## src/rtl/fifo_wr_arb_pkg.sv

```systemverilog
// Shared types and helpers for the FIFO write-port arbiter and other
// round-robin schedulers.
package fifo_wr_arb_pkg;

    typedef enum logic [0:0] {
        ARB_IDLE  = 1'b0,
        ARB_BURST = 1'b1
    } arb_state_e;

    // Width of every statistics counter.
    localparam int STAT_W = 32;

    // Widest request vector the rotate search supports, and its index width.
    localparam int RR_MAX = 16;
    localparam int RR_IW  = 4;

    // Next index at or after (last+1) mod n whose req bit is set, wrapping.
    // Returns last when no bit is set; callers qualify with |req.
    function automatic logic [RR_IW-1:0] rr_next(input logic [RR_MAX-1:0] req,
                                                 input logic [RR_IW-1:0]  last,
                                                 input int                n);
        logic [RR_IW-1:0] idx;
        logic             hit;
        int               j;
        idx = last;
        hit = 1'b0;
        for (int k = 1; k <= RR_MAX; k++) begin
            j = (int'(last) + k) % n;
            if (k <= n && !hit && req[j[RR_IW-1:0]]) begin
                idx = j[RR_IW-1:0];
                hit = 1'b1;
            end
        end
        return idx;
    endfunction

endpackage

```

## src/rtl/fifo_wr_arb_rr_pick.sv

```systemverilog
// rr_pick: combinational rotate-priority encoder. Finds the first set
// request bit searching upward from last_i+1, wrapping at N.
module rr_pick
    import fifo_wr_arb_pkg::*;
#(
    parameter int N = 4
) (
    input  logic [N-1:0]         req_i,
    input  logic [$clog2(N)-1:0] last_i,
    output logic [$clog2(N)-1:0] idx_o,
    output logic                 found_o
);

    localparam int IW = $clog2(N);

    // Rotate search over the request vector.
    always_comb begin
        idx_o   = IW'(rr_next(RR_MAX'(req_i), RR_IW'(last_i), N));
        found_o = |req_i;
    end

endmodule

```

## src/rtl/fifo_wr_arb.sv

```systemverilog
// fifo_wr_arb: round-robin arbiter sharing one FIFO write port between
// NUM_REQ requesters, granting whole bursts of up to MAX_BURST beats.
// Optional per-requester beat and stall counters: FIFO_WR_ARB_STATS_EN.
module fifo_wr_arb
    import fifo_wr_arb_pkg::*;
#(
    parameter int NUM_REQ   = 4,
    parameter int WIDTH     = 32,
    parameter int MAX_BURST = 8
) (
    input  logic                       clk,
    input  logic                       rst,
    input  logic [NUM_REQ-1:0]         req_valid,
    input  logic [NUM_REQ*WIDTH-1:0]   req_data,
    input  logic [NUM_REQ-1:0]         req_last,
    output logic [NUM_REQ-1:0]         req_ready,
    output logic                       fifo_wr_en,
    output logic [WIDTH-1:0]           fifo_data_in,
    input  logic                       fifo_full,
    output logic [$clog2(NUM_REQ)-1:0] grant_idx,
    output logic                       busy
`ifdef FIFO_WR_ARB_STATS_EN
    ,
    output logic [NUM_REQ*STAT_W-1:0]  stat_beats,
    output logic [STAT_W-1:0]          stat_stall
`endif
);

    localparam int                IW       = $clog2(NUM_REQ);
    localparam int                CW       = 9;  // holds MAX_BURST up to 256
    localparam logic [CW-1:0]     MAX_CNT  = CW'(MAX_BURST);
    localparam logic [IW-1:0]     LAST_RST = IW'(NUM_REQ - 1);

    arb_state_e    state_q, state_d;
    logic [IW-1:0] grant_q, grant_d;
    logic [IW-1:0] last_grant_q, last_grant_d;
    logic [CW-1:0] beat_cnt_q, beat_cnt_d;
    logic [IW-1:0] pick_idx;
    logic          pick_found;
    logic          sel_valid;
    logic          sel_last;
    logic          beat;

    rr_pick #(.N(NUM_REQ)) u_pick (
        .req_i   (req_valid),
        .last_i  (last_grant_q),
        .idx_o   (pick_idx),
        .found_o (pick_found)
    );

    // Arbitration FSM next state plus the write-port mux and handshakes.
    always_comb begin
        // NOTE: every output of this block gets a default first, so no path
        // leaves a signal unassigned and no latch is inferred.
        state_d      = state_q;
        grant_d      = grant_q;
        last_grant_d = last_grant_q;
        beat_cnt_d   = beat_cnt_q;
        req_ready    = '0;
        fifo_wr_en   = 1'b0;
        sel_valid    = req_valid[grant_q];
        sel_last     = req_last[grant_q];
        fifo_data_in = req_data[int'(grant_q)*WIDTH +: WIDTH];

        unique case (state_q)
            ARB_IDLE: begin
                if (pick_found) begin
                    state_d      = ARB_BURST;
                    grant_d      = pick_idx;
                    last_grant_d = pick_idx;
                    beat_cnt_d   = '0;
                end
            end
            ARB_BURST: begin
                req_ready[grant_q] = ~fifo_full;
                fifo_wr_en         = sel_valid & ~fifo_full;
                if (fifo_wr_en) begin
                    beat_cnt_d = beat_cnt_q + 1'b1;
                    if (sel_last || beat_cnt_d == MAX_CNT) begin
                        state_d = ARB_IDLE;
                    end
                end else if (!sel_valid) begin
                    state_d = ARB_IDLE;
                end
            end
            default: state_d = ARB_IDLE;
        endcase
        beat = fifo_wr_en;
    end

    // State, grant and beat-count registers with synchronous reset.
    always_ff @(posedge clk) begin
        // NOTE: sequential state uses non-blocking assignments only, so all
        // registers update together from the values before the edge.
        if (rst) begin
            state_q      <= ARB_IDLE;
            grant_q      <= '0;
            last_grant_q <= LAST_RST;
            beat_cnt_q   <= '0;
        end else begin
            state_q      <= state_d;
            grant_q      <= grant_d;
            last_grant_q <= last_grant_d;
            beat_cnt_q   <= beat_cnt_d;
        end
    end

    assign grant_idx = grant_q;
    assign busy      = (state_q == ARB_BURST);

`ifdef FIFO_WR_ARB_STATS_EN
    logic [STAT_W-1:0] beats_q [NUM_REQ];
    logic [STAT_W-1:0] stall_q;

    // Wrapping per-requester beat counters and the stall counter.
    always_ff @(posedge clk) begin
        // NOTE: this small counter array is cleared on reset because software
        // reads it as zero after reset; it is flops, not a RAM.
        if (rst) begin
            for (int i = 0; i < NUM_REQ; i++) begin
                beats_q[i] <= '0;
            end
            stall_q <= '0;
        end else begin
            if (beat) begin
                beats_q[grant_q] <= beats_q[grant_q] + 1'b1;
            end
            if (busy && sel_valid && fifo_full) begin
                stall_q <= stall_q + 1'b1;
            end
        end
    end

    for (genvar gi = 0; gi < NUM_REQ; gi++) begin : g_stat
        assign stat_beats[gi*STAT_W +: STAT_W] = beats_q[gi];
    end
    assign stat_stall = stall_q;
`endif

endmodule

```

## config.mk

```make
export PLATFORM = sky130hd
export DESIGN_NAME = fifo_wr_arb
export DESIGN_NICKNAME = d
export VERILOG_FILES = /design/src/rtl/fifo_wr_arb_pkg.sv /design/src/rtl/fifo_wr_arb_rr_pick.sv /design/src/rtl/fifo_wr_arb.sv
export SDC_FILE = /design/constraint.sdc
export NUM_CORES = 1
export LEC_CHECK = 0
export CORE_MARGIN = 5
export CORE_UTILIZATION = 28
export DETAILED_ROUTE_END_ITERATION = 7
export PLACE_DENSITY = 0.93
export SYNTH_ARGS = -nofsm -noshare
export SYNTH_HDL_FRONTEND = slang
export SYNTH_HIERARCHICAL = 1
export SYNTH_SLANG_ARGS = --single-unit
```

## constraint.sdc

```tcl
create_clock -name clk -period 2.8 [get_ports clk]
set_input_delay 0.84 -clock clk [delete_from_list [all_inputs] [get_ports clk]]
set_output_delay 0.84 -clock clk [all_outputs]
set_load 0.02 [all_outputs]
```

==> qor.yml <==
grt:
  grtUsageTotal_pct: 21.83
  met2_usage_pct: 41.88
  top_usage_layer: "met2"
  grtUsageMet3_pct: 5.146
  grt_pass1_wl_um: 12430
  gr-total-overflow: 0
  antenna_found_initial: 0
  grt_max_degree: 26
  grt_use_met1_pct: 23.31
  grt_pass1_vias: 2289
synthesis:
  yosysSeqAreaShare_pct: 17.62
  syn_area_sq_um: 1590
  synth_nets: 281
  yosysTopAreaCellShare_pct: 48.15
  synth_xor_area_share_pct: 0
  syn_inst: 141
  synth_most_common_cell: "mux4_2"
  ys_async_sr_fraction_pct: 0
  synth_ff_type: "dfxtp_1"
  synth_top_family_by_area: "multiplexers"
  synth_edf_count: 0
  yosys.area.top_type: "mux4_2"
  netlist_top_cells_count: "mux4_2 (34), dfxtp_1 (14), nand2_1 (13), a21oi_1 (11), nor2_1 (7)"
  ys_types: 33
  ys_warn_count: 6
  synth-adder-area-share_pct: 0.7868
  synth_seq_cells: 14
  synth_area_per_cell_sq_um: 11.28
  synth_compound_area_share_pct: 10.94
  yosys.area_share.simple_pct: 16.60
  synth_area_leaders: "mux4_2 (48%), dfxtp_1 (18%), a21oi_1 (3.5%)"
  synthMuxAreaShare_pct: 50.04
route:
  drt-initial-drc-count: 69
  wl_um: 8384
  dr_total_vias: 2158
  drc_errors: 0
  final_antenna_net_count: 0
  vias_per_cell: 5.368
  first_pass_iters: 4
  wl_per_cell_um: 20.86
timing:
  slew_headroom_pct: 80.45
  min_period_ns: 2.774
  skew_ns: 0.004504
  finalMaxSlewViolations: 0
  timing.final.crit_share_pct: 99.07
  max_clock_freq_ghz: 0.3605
  whs_ns: 0.5081
  hold_viol: 0
  worst_pin_slew_ns: 0.2892
  setup_viol: 0
floorplanning:
  die-width_um: 85.36
  die-area_sq_um: 7286
  initial_core_util_pct: 28.88
  io_pins: 179
  design.core.area_sq_um: 5507
  rows: 27
  die-height_um: 85.36
cts:
  numCtsBuffers: 3
  tritoncts: "done"
  htree_levels: 1
  worstSkewPairLatency_ns: 0.25
  clockBufferDepth: 2
  path_clk_slew_ns: 0.06
  cts.sinks: 14
  postCtsHoldBufs: 0
  cts_root_buffer: "clkbuf_8"
run:
  drv_cap: 0
final_layout:
  layoutNonFillerInstCount: 402
  fillCellCount: 432
  diodes: 0
  fin_util_pct: 63.08
  nets: 471
  drive_gt1_share_pct: 30.00
  syn2layout_area_growth_pct: 118.4
power:
  p_leak_nw: 1.360
  max-vdd-ir-drop_v: 0.0003607
  power_density_nw_per_um2: 357.2
place:
  gp_congestion: 0.8905
  place_inst: 397
  place_hpwl_um: 7215
  io_buffer_count: 178
critical_path:
  cp-end-kind: "output port"
  crit_path_max_fanout: 1
  cp.required_ns: 1.96
  reg2regPathDepth: 6
  crit_arrival_ns: 1.93
  crit_type: "input port to output port"
  start_kind: "input port"
outcome:
  status: "complete, no violations"
min_path:
  hold_path_class: "flip-flop to flip-flop"
  holdPathStages: 2
registers in the layout, summed over array words and instances, names as in the netlist:
name / flops
beat_cnt_q: 9
busy: 1
grant_idx: 2
last_grant_q: 2
worst paths after layout:
path / slack [ns] / to / startpoint
hold reg to reg: 0.51 / beat_cnt_q[7]$_SDFFE_PP0P_ / beat_cnt_q[7]$_SDFFE_PP0P_
hold / removal: 0.51 / beat_cnt_q[7]$_SDFFE_PP0P_ / beat_cnt_q[7]$_SDFFE_PP0P_
setup / recovery: 0.03 / fifo_data_in[10] / req_data[10]
setup reg to reg: 0.83 / beat_cnt_q[6]$_SDFFE_PP0P_ / grant_idx[0]$_SDFFE_PP0P_
cell families (layout without fill, tap and decap cells):
group | Yosys count | in the layout
muxes | 37 | 37
DFF | 14 | 14
AOI/OAI and AO/OA | 26 | 26
buffers and inverters | 15 | 204
and+or+nand+nor | 48 | 48
adders and majority gates | 1 | 1
critical path, cell delays in order:
cell             delay [ns]
clkdlybuf4s50_1        0.44
mux4_2                 0.47
buf_2                  0.19
where the power goes:
part	switching [mW]	internal, mW
Clock	0.0711	0.125
Sequential	0.0241	0.212
Combinational	0.351	0.458
area by class of cell:
class	count	area [sq um]	share of cell area (%)
repair buffers	197	1782	51.30
multi-input cells	112	1254	36.10
flip-flops and latches	14	281.5	8.105
well taps	72	90.09	2.594
clock buffers	4	55.05	1.585
inverters	3	11.26	0.3242
layer usage:
layer,wire [um],share of wire [%]
met5,0,0
met4,197,2.3
met3,708,8.4
met1,2965,35
met2,4513,54
through the flow:
stage               power, mW  area [sq um]   TNS (ns)  worst slack (ns)
floorplan              0.6463          1590          0            0.2132
finish                  1.241          3473          0           0.02615
detailed placement      1.139          3583     -12.18           -0.5350
global route            1.305          3473  -0.005032         -0.005032
global placement        1.120          3583     -11.55           -0.5030
CTS                     1.255          3502          0          0.001588
what timing repair did:
action,in CTS,in global routing
resized for setup,153,8
setup buffers,1,0
cloned,0,0
pin swaps,1,0
setup endpoints to repair,37,8
endpoints found under the hold margin,0,0
layout by cell type, fill, tap and decap left out, types with 2 or more instances in the layout:
cell,count
nor2b_1,3
mux4_2,34
a31oi_1,2
inv_1,2
nor2_1,7
or4_1,2
buf_4,15
o211a_1,2
dfxtp_1,13
buf_6,2
and3_1,4
mux2i_1,3
nand2b_1,2
clkbuf_8,4
nand3_1,3
a21oi_1,11
clkdlybuf4s50_1,137
nor4b_1,4
buf_2,36
nand2_1,12
a311o_1,3
dlygate4sd2_1,4
o21ai_0,4
buf_12,3
nor4_1,3
Power figures use the tool's default switching activity.
